--- src/rtl/arm_pkg.sv ---
// Shared fetch-stage constants, FSM encoding and PC helpers.
// Imported by the fetch unit and its PC register.
package arm_pkg;

  localparam logic [31:0] RESET_PC_DEF  = 32'd0;
  localparam logic [31:0] NOP_INST_DEF  = 32'd0;
  localparam logic [31:0] PC_STEP       = 32'd4;
  localparam logic [31:0] PC_ALIGN_MASK = 32'hFFFF_FFFC;

  typedef enum logic [1:0] {
    ST_BOOT  = 2'd0,
    ST_RUN   = 2'd1,
    ST_STALL = 2'd2
  } fetch_state_e;

  function automatic logic [31:0] align_pc(input logic [31:0] addr);
    return addr & PC_ALIGN_MASK;
  endfunction

endpackage

--- src/rtl/pc_reg.sv ---
// 32-bit register with asynchronous active-high reset and load enable.
// Holds the fetch program counter.
module pc_reg
  import arm_pkg::*;
#(
  parameter logic [31:0] RESET_VAL = RESET_PC_DEF
) (
  input  logic        clk,
  input  logic        rst,
  input  logic        en,
  input  logic [31:0] d,
  output logic [31:0] q
);

  logic [31:0] val_q;
  logic [31:0] val_d;

  always_comb begin
    val_d = val_q;
    if (en) val_d = d;
  end

  always_ff @(posedge clk or posedge rst) begin
    if (rst) val_q <= RESET_VAL;
    else     val_q <= val_d;
  end

  assign q = val_q;

endmodule

--- src/rtl/if_fetch_unit.sv ---
// Instruction fetch stage: PC sequencing plus the IF/ID pipeline register.
// First edge after reset always loads a bubble.
module if_fetch_unit
  import arm_pkg::*;
#(
  parameter logic [31:0] RESET_PC = RESET_PC_DEF,
  parameter logic [31:0] NOP_INST = NOP_INST_DEF
) (
  input  logic        clk,
  input  logic        rst,
  input  logic        freeze,
  input  logic        branch_taken,
  input  logic [31:0] branch_addr,
  input  logic        flush,
  output logic [31:0] inst_addr,
  input  logic [31:0] inst_in,
  output logic [31:0] pc_out,
  output logic [31:0] inst_out,
  output logic        valid_out
);

  logic [31:0]  pc;
  logic [31:0]  pc_plus4;
  logic [31:0]  pc_d;
  logic         pc_en;

  fetch_state_e state_q, state_d;
  logic         load_bubble;
  logic         hold_ifid;

  logic [31:0]  pc_out_q, pc_out_d;
  logic [31:0]  inst_out_q, inst_out_d;
  logic         valid_out_q, valid_out_d;

  assign pc_plus4  = pc + PC_STEP;
  assign inst_addr = pc;

  // Branch beats freeze for the PC.
  always_comb begin
    pc_d  = pc_plus4;
    pc_en = 1'b1;
    if (branch_taken) pc_d = align_pc(branch_addr);
    else if (freeze)  pc_en = 1'b0;
  end

  pc_reg #(
    .RESET_VAL(RESET_PC)
  ) u_pc_reg (
    .clk(clk),
    .rst(rst),
    .en (pc_en),
    .d  (pc_d),
    .q  (pc)
  );

  always_ff @(posedge clk or posedge rst) begin
    if (rst) state_q <= ST_BOOT;
    else     state_q <= state_d;
  end

  always_comb begin
    state_d = state_q;
    case (state_q)
      ST_BOOT:  state_d = (freeze && !branch_taken) ? ST_STALL : ST_RUN;
      ST_RUN:   if (freeze && !branch_taken) state_d = ST_STALL;
      ST_STALL: if (!freeze || branch_taken) state_d = ST_RUN;
      default:  state_d = ST_BOOT;
    endcase
  end

  always_comb begin
    load_bubble = flush || branch_taken;
    hold_ifid   = freeze && !(flush || branch_taken);
    if (state_q == ST_BOOT) begin
      load_bubble = 1'b1;
      hold_ifid   = 1'b0;
    end
  end

  always_comb begin
    pc_out_d    = pc_out_q;
    inst_out_d  = inst_out_q;
    valid_out_d = valid_out_q;
    if (load_bubble) begin
      pc_out_d    = pc_plus4;
      inst_out_d  = NOP_INST;
      valid_out_d = 1'b0;
    end else if (!hold_ifid) begin
      pc_out_d    = pc_plus4;
      inst_out_d  = inst_in;
      valid_out_d = 1'b1;
    end
  end

  always_ff @(posedge clk or posedge rst) begin
    if (rst) begin
      pc_out_q    <= 32'd0;
      inst_out_q  <= NOP_INST;
      valid_out_q <= 1'b0;
    end else begin
      pc_out_q    <= pc_out_d;
      inst_out_q  <= inst_out_d;
      valid_out_q <= valid_out_d;
    end
  end

  assign pc_out    = pc_out_q;
  assign inst_out  = inst_out_q;
  assign valid_out = valid_out_q;

endmodule

--- config.mk ---
export PLATFORM = sky130hd
export DESIGN_NAME = if_fetch_unit
export DESIGN_NICKNAME = d
export VERILOG_FILES = /design/src/rtl/arm_pkg.sv /design/src/rtl/pc_reg.sv /design/src/rtl/if_fetch_unit.sv
export SDC_FILE = /design/constraint.sdc
export NUM_CORES = 1
export LEC_CHECK = 0
export ABC_AREA = 1
export CORE_MARGIN = 2
export CORE_UTILIZATION = 49
export CTS_BUF_LIST = sky130_fd_sc_hd__clkbuf_8 sky130_fd_sc_hd__clkbuf_16
export CTS_CLUSTER_DIAMETER = 120
export CTS_CLUSTER_SIZE = 30
export DETAILED_ROUTE_END_ITERATION = 10
export HOLD_SLACK_MARGIN = 0.08
export PLACE_DENSITY_LB_ADDON = 0.05
export SYNTH_ARGS = -nofsm -noshare
export SYNTH_HDL_FRONTEND = slang
export SYNTH_SLANG_ARGS = --single-unit
--- constraint.sdc ---
create_clock -name clk -period 5.53 [get_ports clk]
set_input_delay 0.8295 -clock clk [delete_from_list [all_inputs] [get_ports clk]]
set_output_delay 0.8295 -clock clk [all_outputs]
set_load 0.01 [all_outputs]
==> results.txt <==
- Once detail routing completed, the nets flagged for antenna violations numbered 0.
* Largest net degree at the start of global routing: 74
- The number of different library cells used by synthesis comes to 27.
- The synthesized design contains 95 register bits.
* Buffers on Ports: 159
- CTS placed an instance of clkbuf_8 at the clock tree root.
- Worst Skew: 0.0203 ns
- For this block, the initial DRC count from the detailed router was 152.
- STA classifies the critical path endpoint as a flip-flop.
* Worst VDD drop: 0.148 mV
- Worst hold path startpoint: state_q[0]
- For this design, the slowest cell found on the critical path is nor3_4.
- Dividing the detail-routed via count by the number of cells gives 5.11.
- Headroom to the max-slew limit: 19.4%
* Worst Path Required: 5.82 ns
- Traced cell by cell, the critical path runs through clkdlybuf4s50_1 > buf_4 > nor2_2 > buf_4 > inv_2 > nor3_4 > a22o_1.
- The number of antenna violations at the first check in global routing came to 0.
- Counting flops with an async set or reset pin after synthesis yields a share of 100%.
* Synthesized area per cell: 8.44 um^2
- Worst hold path stage count: 1
- TritonCTS built the clock tree.
- Setup slack of the worst register-to-register path: 3.72 ns
- Post-synth top area cell: dfrtp_1
- Pin placement for this block handled 166 I/O pins.
- Data arrival time of the critical path: 3.30 ns
- The worst register-to-register path ends at inst_out[6].
- The die is 101 um wide.
* Wire length per cell: 15.4 um
- Summed over all layers, the routed wires come to 12500 um.
- Total of endpoints with negative setup slack in the final report: 0
- Placed cell areas: 6230 um^2
- Sorting the synthesized cells by area gives the leading types as dfrtp_1 (52%), nand2_1 (17%), a22o_1 (7.8%), inv_1 (3.8%), nand3_1 (2.7%).
* Total iterations of the first detailed-routing run: 5
- The first global-routing pass estimated 19900 um of wire.
* Initial cell density of the core: 50.3%
- Vias in the first global route: 4046
* Gate count after technology mapping: 545
- Actual slew at the worst max-slew pin: 1.20 ns
- The startpoint identified for the worst register-to-register timing path is state_q[1].
- In this design, the largest share of critical-path delay is due to buffers and inverters.
- Across every metal layer, demand over resource in global routing totals 25.1%.
* Hold-fix buffers at CTS: 0
- The run finished with clean final reports.
- RSZ-0062 raised after global routing: false
- For this run, the post-layout net count is 768.
- Summed over all failing endpoints, the final setup total negative slack is 0 ns.
- Hold Fails Final Rpt: 0
- The clock reaches the later pin of the worst-skew pair after 0.37 ns.
- The core region is 9150 um^2.
- Clock-pin slew was measured on the worst setup and hold paths at 0.11 ns.
- Portion of synthesized cell area occupied by the leading cell type: 51.7%
* Critical path startpoint category: input port
- The share of the Yosys chip area taken by registers is 51.7%.
- Along the worst path, the maximum fanout reaches 33.
* GR Overflow Total: 0
- Dividing the final minimum period by the clock period gives 54.4%.
- Post-CTS setup buffers: 0
- CTS HTree Levels: 3
- Placed wire-length estimate: 9000 um
* DRC violation count after routing: 0
- Max-cap violations: 0
* Post-cts sizing count: 0
- Instance count after placement with tap cells included: 798
- Total die area: 10200 um^2
* Reported leakage power: 2.99 nW
- Dividing total power by cell area gives a power density of 261 nW/um^2.
- The worst hold path terminates at state_q[1].
- Count of placed standard cells in the final layout, fillers left out: 814
- Fraction of final layout cells sized beyond drive strength 1: 5.83%
* Highest cell delay on the worst timing path: 0.94 ns
- The filler cells instantiated in the layout total 765.
- CTS Buf Count: 9
- Peak clock frequency supported by timing: 0.332 GHz
* Routability Congestion: 0.846
* Minimum clock period: 3.01 ns
* Number of sinks on the clock net: 95
* Number of buffer and inverter instances along the worst setup path: 4
- The critical path is of the input port to flip-flop type.
- Routed vias: 4159
- EDFF count, synth: 0
- Among all flip-flop cells after synthesis, the most frequent one is dfrtp_1.
- From bottom edge to top edge, the die measures 101 um.
- No sink is reached through more buffers than the 2 on the longest clock path.
- Antenna diodes: 0
- Final max-slew violation count: 0
- Hold/Removal Path Class: flip-flop to flip-flop
- Worst reg2reg path depth: 3
* Synth warn: 0
- Area of all placed cells without fillers: 6450 um^2
- Synthesis-to-layout area growth: 40.3%
- The floorplan has 35 rows.
- Most common cell type on the critical path: buf_4
* Total standard cell area after synthesis: 4600 um^2
## sequential cells by signal, summed over array words and instances, names as in the netlist
signal and cells:
inst_out 32, valid_out 1, u_pc_reg.q 30, pc_out 30, state_q 2
## through the flow
stage	setup WS, ns	util (%)	hold slack [ns]	power (mW)
after global routing	2.36	70.5	0.501	1.76
final	2.52	70.5	0.465	1.68
after CTS	2.52	70.5	0.471	1.69
after global placement	2.21	68.1	0.456	1.18
after floorplan	2.22	-	0.443	0.974
after detailed placement	2.14	68.1	0.465	1.18
## kinds of logic (layout without fill, tap and decap cells)
logic type	after synthesis	after routing	share of synthesized area, %
simple gates	281	281	25.4
flops	95	95	51.7
compound gates	80	80	12.7
buf+inv	74	229	7.24
xor+xnor	13	13	2.64
fa+ha+maj	1	1	0.272
other cells	1	4	0.0815
## layer usage
metal  wire, um  global-route usage [%]  vias up
met5          0                       0        -
met4        157                    6.64        0
met3        881                    4.72       14
met2       5940                    41.2      171
met1       5560                    34.3     1934
li1           -                       -     2040
## synth_stat cells (2+ instances only)
| library cell | number |
|---|---|
| a21oi_1 | 3 |
| a22o_1 | 41 |
| and2_1 | 2 |
| buf_2 | 8 |
| buf_4 | 12 |
| clkbuf_1 | 4 |
| dfrtp_1 | 95 |
| inv_1 | 47 |
| inv_2 | 3 |
| nand2_1 | 206 |
| nand2_2 | 4 |
| nand3_1 | 25 |
| nor2_1 | 31 |
| nor2_2 | 7 |
| nor2_4 | 4 |
| o211ai_1 | 5 |
| o21ai_0 | 15 |
| o21ai_1 | 10 |
| o21bai_1 | 4 |
| o221ai_1 | 2 |
| xor2_1 | 11 |
## worst max path at each step
stage	from	to	slack, ns	cells past startpoint
after floorplan	rst	inst_out[0]	2.22	1
after global placement	branch_taken	inst_out[15]	2.21	7
after detailed placement	branch_taken	inst_out[10]	2.14	7
after CTS	branch_taken	inst_out[2]	2.52	7
after global routing	branch_taken	inst_out[10]	2.36	7
final	branch_taken	inst_out[6]	2.52	7
## area by class of cell
type | count | area (um^2) | area share, %
clock inverters | 7 | 93.8 | 1.45
repair buffers | 163 | 1620 | 25.1
flip-flops and latches | 95 | 2380 | 36.8
inverters | 50 | 190 | 2.95
well taps | 111 | 139 | 2.15
clock buffers | 9 | 124 | 1.92
multi-input cells | 379 | 1910 | 29.6
## placed cells by master (no fill, tap or decap), types with 2 or more instances in the layout
master,instances
a22o_1,41
buf_4,4
o211ai_1,5
inv_6,2
o21ai_1,10
conb_1,4
inv_1,47
o221ai_1,2
nand2_2,4
o21ai_0,15
clkbuf_8,9
nor2_2,7
dfrtp_1,95
o21bai_1,4
bufinv_16,2
clkdlybuf4s50_1,159
nor2_1,31
nand3_1,25
and2_1,2
nor2_4,4
nand2_1,206
xor2_1,11
inv_2,3
a21oi_1,3
nor3_4,2
## power breakdown
group | leakage [nW] | internal, mW | switching (mW)
combinational | 1.66 | 0.191 | 0.168
clock | 0.111 | 0.256 | 0.256
sequential | 1.21 | 0.754 | 0.0568
total | 2.99 | 1.20 | 0.481
Note: power is estimated with default switching activity, not from simulation.
==> RTL edit 1: new RTL, same flow settings <==
The 3 states of `fetch_state_e` get a one-hot encoding in 3 bits.
--- a/src/rtl/arm_pkg.sv
+++ b/src/rtl/arm_pkg.sv
@@ -7,10 +7,10 @@
   localparam logic [31:0] PC_STEP       = 32'd4;
   localparam logic [31:0] PC_ALIGN_MASK = 32'hFFFF_FFFC;
 
-  typedef enum logic [1:0] {
-    ST_BOOT  = 2'd0,
-    ST_RUN   = 2'd1,
-    ST_STALL = 2'd2
+  typedef enum logic [2:0] {
+    ST_BOOT  = 3'b001,
+    ST_RUN   = 3'b010,
+    ST_STALL = 3'b100
   } fetch_state_e;
 
   function automatic logic [31:0] align_pc(input logic [31:0] addr);
Function: no difference found for any inputs over 10 cycles, from zero or initial values and one cycle with rst high; not proved beyond that.
==> RTL edit 1 against the original RTL <==
- design area grew 0.41%
- fmax down 4.7%
- sequential cell count is 1 higher
- largest cell class unchanged
- hold slack gained 18 ps
- via count rose by 1.7%
- wire length increased by 0.83%
- sequential power is 6.4% higher
- total power is 10% higher
- synthesized area up 0.14%
- critical path type unchanged
- largest power group unchanged
- setup slack got worse by 150 ps
- critical path depth unchanged
- non-clock buffer count stayed put
==> RTL edit 1: results (changes against the original RTL) <==
- Run status: complete, no violations
* Detailed Route Iter0 Violations: 191 (+26%)
* Global-route wire length before repair: 20500 um (+2.6%)
* Largest fanout on the critical path: 51 (+55%)
* YS warnings: 0 (unchanged)
- Placed inst area: 6260 um2 (+0.42%)
* Headroom to the max-slew limit: 34.6% (+15 points)
- Layout filler cell count: 740 (-3.3%)
- The leakage power total came to 0.00305 uW (+2.1%).
* Leading cell types by total area after synthesis: dfrtp_1, nand2_1, a22o_1, inv_1, nor2_1
- The detailed-router iteration count before antenna repair was 4 (-1).
- The routed length on met1 is 5540 um (-0.29%).
* Clk slew on worst S/H paths: 80 ps (-30 ps)
- Number of distinct library cells after synthesis: 27 (unchanged)
- Maximum resistive drop on vdd: 0.000144 V (-2.5%)
* Total routing usage reported by global routing: 25.7% (+0.64 points)
* Post-DR vias/cell: 5.13 (+0.50%)
- Number of nets in the layout: 778 (+1.3%)
- The final setup skew came to 16.2 ps (-4.12 ps).
- The maximum number of pins on one net before global-route repair is 66 (-11%).
* Placed wire-length estimate: 8940 um (-0.60%)
- Most numerous cell types in the synthesized netlist: nand2_1, dfrtp_1, inv_1, a22o_1, nor2_1
- The number of global-route vias before repair was 4157 (+2.7%).
- The detail-routed net length per standard cell came to 15.3 um (-0.39%).
* Fraction of the yosys area taken by sequential cells: 52.2% (+0.50 points)
- Post_cts resized: 0 (unchanged)
- The count of H-tree levels built during CTS is 3 (unchanged).
- The placer congestion estimate was 0.864 (+2.2%).
* Max FFs per register: 32 (unchanged)
- Routed length on met3: 906 um (+2.8%)
- The routed length on met2 was 6050 um (+1.9%).
- Uppermost signal routing layer after detailed routing: met4
- The maximum cell stage delay along the critical path was 790 ps (-150 ps).
- Share of final-layout standard cells stronger than drive strength 1: 4.21% (-1.6 points)
* Critical path data arrival time: 3460 ps (+160 ps)
- The clock tree buffer depth was 2 (unchanged).
[RTL edit 1: layout make-up]
class | count | area share (%)
inverter | 55 | 3.23
timing repair buffer | 163 | 25.0
tap | 111 | 2.14
clock buffer | 9 | 1.91
clock inverter | 7 | 1.45
sequential | 96 | 37.1
multi-input combinational | 383 | 29.1
[RTL edit 1: logic make-up after synthesis]
family	Yosys count	synth area share [%]
buf+inv	78	7.06
other cells	1	0.0814
simple gates	286	25.3
xor+xnor	15	2.85
flops	96	52.2
fa+ha+maj	1	0.272
compound gates	77	12.3
[RTL edit 1: per-layer routing]
| metal | up-vias | global-route usage (%) |
|---|---|---|
| met5 | - | 0 |
| met3 | 10 | 4.09 |
| met1 | 1992 | 35.1 |
| li1 | 2062 | - |
| met2 | 167 | 42.1 |
| met4 | 0 | 8.94 |
[RTL edit 1: report_power, final]
| group | internal, uW | switching [uW] |
|---|---|---|
| Clock | 256 | 257 |
| Combinational | 246 | 230 |
| Sequential | 792 | 70.6 |
| Total | 1290 | 557 |
[RTL edit 1: per-stage QoR]
| stage | setup WS (ps) | hold slack, ps | std cells | utilization, % | total power (uW) |
|---|---|---|---|---|---|
| detailed placement | 2020 | 464 | 808 | 68.1 | 1350 |
| CTS | 2400 | 488 | 824 | 70.4 | 1860 |
| finish | 2370 | 483 | 824 | 70.4 | 1850 |
| global route | 2210 | 511 | 824 | 70.4 | 1950 |
| floorplan | 2200 | 503 | 557 | - | 1090 |
| global placement | 2090 | 460 | 808 | 68.1 | 1340 |
[RTL edit 1: final timing paths]
path / from / end / slack (ps) / cells past startpoint
worst max-delay path: branch_taken / inst_out[16] / 2370 / 7
worst min-delay path: pc_out[17] / pc_out[17] / 480 / 2
worst max register to register: state_q[0] / inst_out[16] / 3390 / 5
worst min register to register: pc_out[17] / pc_out[17] / 480 / 2
max in group asynchronous: rst / pc_out[5] / 3640 / 3
min in group asynchronous: rst / inst_out[7] / 950 / 2
[RTL edit 1: critical path: cells and delay by family]
kind	cells	cell delay [ps]
buffers and inverters	4	1340
and+or+nand+nor	2	1040
AOI/OAI and AO/OA	1	220
==> RTL edit 2: new RTL, same settings <==
Made on the original files. Make the reset (`rst`) synchronous in 3 clocked blocks. Comments in the files are not updated.
--- a/src/rtl/pc_reg.sv
+++ b/src/rtl/pc_reg.sv
@@ -20,7 +20,7 @@
     if (en) val_d = d;
   end
 
-  always_ff @(posedge clk or posedge rst) begin
+  always_ff @(posedge clk) begin
     if (rst) val_q <= RESET_VAL;
     else     val_q <= val_d;
   end
--- a/src/rtl/if_fetch_unit.sv
+++ b/src/rtl/if_fetch_unit.sv
@@ -53,7 +53,7 @@
     .q  (pc)
   );
 
-  always_ff @(posedge clk or posedge rst) begin
+  always_ff @(posedge clk) begin
     if (rst) state_q <= ST_BOOT;
     else     state_q <= state_d;
   end
@@ -92,7 +92,7 @@
     end
   end
 
-  always_ff @(posedge clk or posedge rst) begin
+  always_ff @(posedge clk) begin
     if (rst) begin
       pc_out_q    <= 32'd0;
       inst_out_q  <= NOP_INST;
Behaviour: differs if rst is asserted again (counterexample within 4 cycles, from zero or initial values and one cycle with rst high); with rst held inactive, the same outputs for 10 cycles.
==> RTL edit 2 against the original RTL <==
- design area down 1.9%
- synthesized area down 1.2%
- wire length up 1.7%
- hold slack worse by 1.3 ps
- global-route usage up 0.23 points
- via count up 12%
- total power down 14%
- setup slack better by 150 ps
- cell count up 14%
- sequential cell count unchanged
- largest cell class is now multi-input combinational cells
==> RTL edit 2: results (changes against the original RTL) <==
- The number of standard cells after synthesis was 674 (+24%).
- First-pass iteration count of the detailed router: 4 (-1)
* Number of distinct library cells after synthesis: 30 (+11%)
- Slowest stage cell on the critical path: clkdlybuf4s50_1
- Largest fanout on the critical path: 17 (-48%)
- Global-route wire length before repair: 20400 um (+2.4%)
* Post-placement cell count: 916 (+15%)
- The clock transition at the registers of the reported paths came to 90 ps (-20 ps).
- The fraction of layout cells with a size suffix above 1 came to 5.60% (-0.23 points).
- The leakage power total is 0.00273 uW (-8.6%).
* Routed wirelength normalized by instance count: 13.7 um (-11%)
- The vias per cell was 5.00 (-2.1%).
- The number of violations reported at the end of detailed-routing iteration 0 was 157 (+3.3%).
* Number of design rule violations left after detail routing: 0 (unchanged)
- Run status: complete, no violations
- Final worst clock skew: 13.0 ps (-7.35 ps)
- The instance area at placement came to 6130 um2 (-1.7%).
* Final Util: 69.5% (-0.99 points)
- The sequential fraction of the synthesis area was 41.8% (-9.8 points).
* Pin count of the biggest net entering global routing: 70 (-5.4%)
- The number of nets in the layout is 886 (+15%).
- Number of global-route vias before repair: 4444 (+9.8%)
* Most numerous cell types in the synthesized netlist: nand2_1, dfxtp_1, nor2_1, inv_1, a21oi_1
- The post-layout instance count excluding filler cells was 932 (+14%).
- The arrival time of the worst setup path was 3090 ps (-210 ps).
- The worst voltage drop across the vdd grid is 0.000151 V (+2.5%).
- In the synthesized netlist the dominant register cell turns out to be dfxtp_1.
* Fraction of registers with async set/reset: 0% (-100 points)
- Headroom to the max-slew limit: 14.3% (-5.1 points)
- The placed wire-length estimate was 9000 um (about the same).
- Internal power component: 1060 uW (-12%)
- The maximum cell stage delay along the critical path came to 830 ps (-110 ps).
## RTL edit 2: cell types whose count changed after synthesis, moves of 7 or more
cell,before,now
nor2_1,31,80
inv_1,47,76
dfxtp_1,0,95
a21oi_1,3,56
a22o_1,41,6
dfrtp_1,95,0
a31oi_1,0,7
o21ai_0,15,38
clkbuf_1,4,15
## RTL edit 2: worst reg2reg max path, stage by stage (launching register included)
cell	delay, ps
dfxtp_1	340
inv_1	50
nand2_1	80
nand3_1	860
a21oi_1	440
## RTL edit 2: cell type report
class	instances	area share, %
clock buffer	10	2.17
sequential	95	30.0
timing repair buffer	163	25.5
tap	111	2.19
multi-input combinational	470	34.4
clock inverter	6	1.05
inverter	77	4.57
## RTL edit 2: path summary, 6_finish.rpt
check / start / endpoint / slack [ps] / cells past startpoint
hold reg to reg: inst_out[16] / inst_out[16] / 460 / 2
setup / recovery: branch_taken / u_pc_reg.q[18] / 2670 / 7
setup reg to reg: state_q[0] / inst_out[31] / 3660 / 4
hold / removal: inst_out[16] / inst_out[16] / 460 / 2
## RTL edit 2: per-layer routing
metal	up-vias	wire, um	global-route usage [%]
met1	2130	5380	29.9
met2	161	6110	42.5
met5	-	0	0
li1	2357	-	-
met4	0	219	11.2
met3	16	1040	7.52
## RTL edit 2: power groups by stage
stage	combinational [uW]	sequential (uW)	clock [uW]
after floorplan	91.9	765	0
after detailed placement	226	757	0
final	226	741	485
after CTS	227	741	491
after global routing	248	746	516
after global placement	222	755	0
## RTL edit 2: cell families (layout without fill, tap and decap cells)
family                     count (synthesis)  count (layout)  share of synthesized area, %
and+or+nand+nor                          334             334                          30.4
AOI/OAI and AO/OA                        116             116                          13.7
buffers and inverters                    112             256                          10.5
xor gates and xnor gates                  15              15                          3.22
other                                      1               4                        0.0825
DFF                                       95              95                          41.8
adders and majority gates                  1               1                         0.275
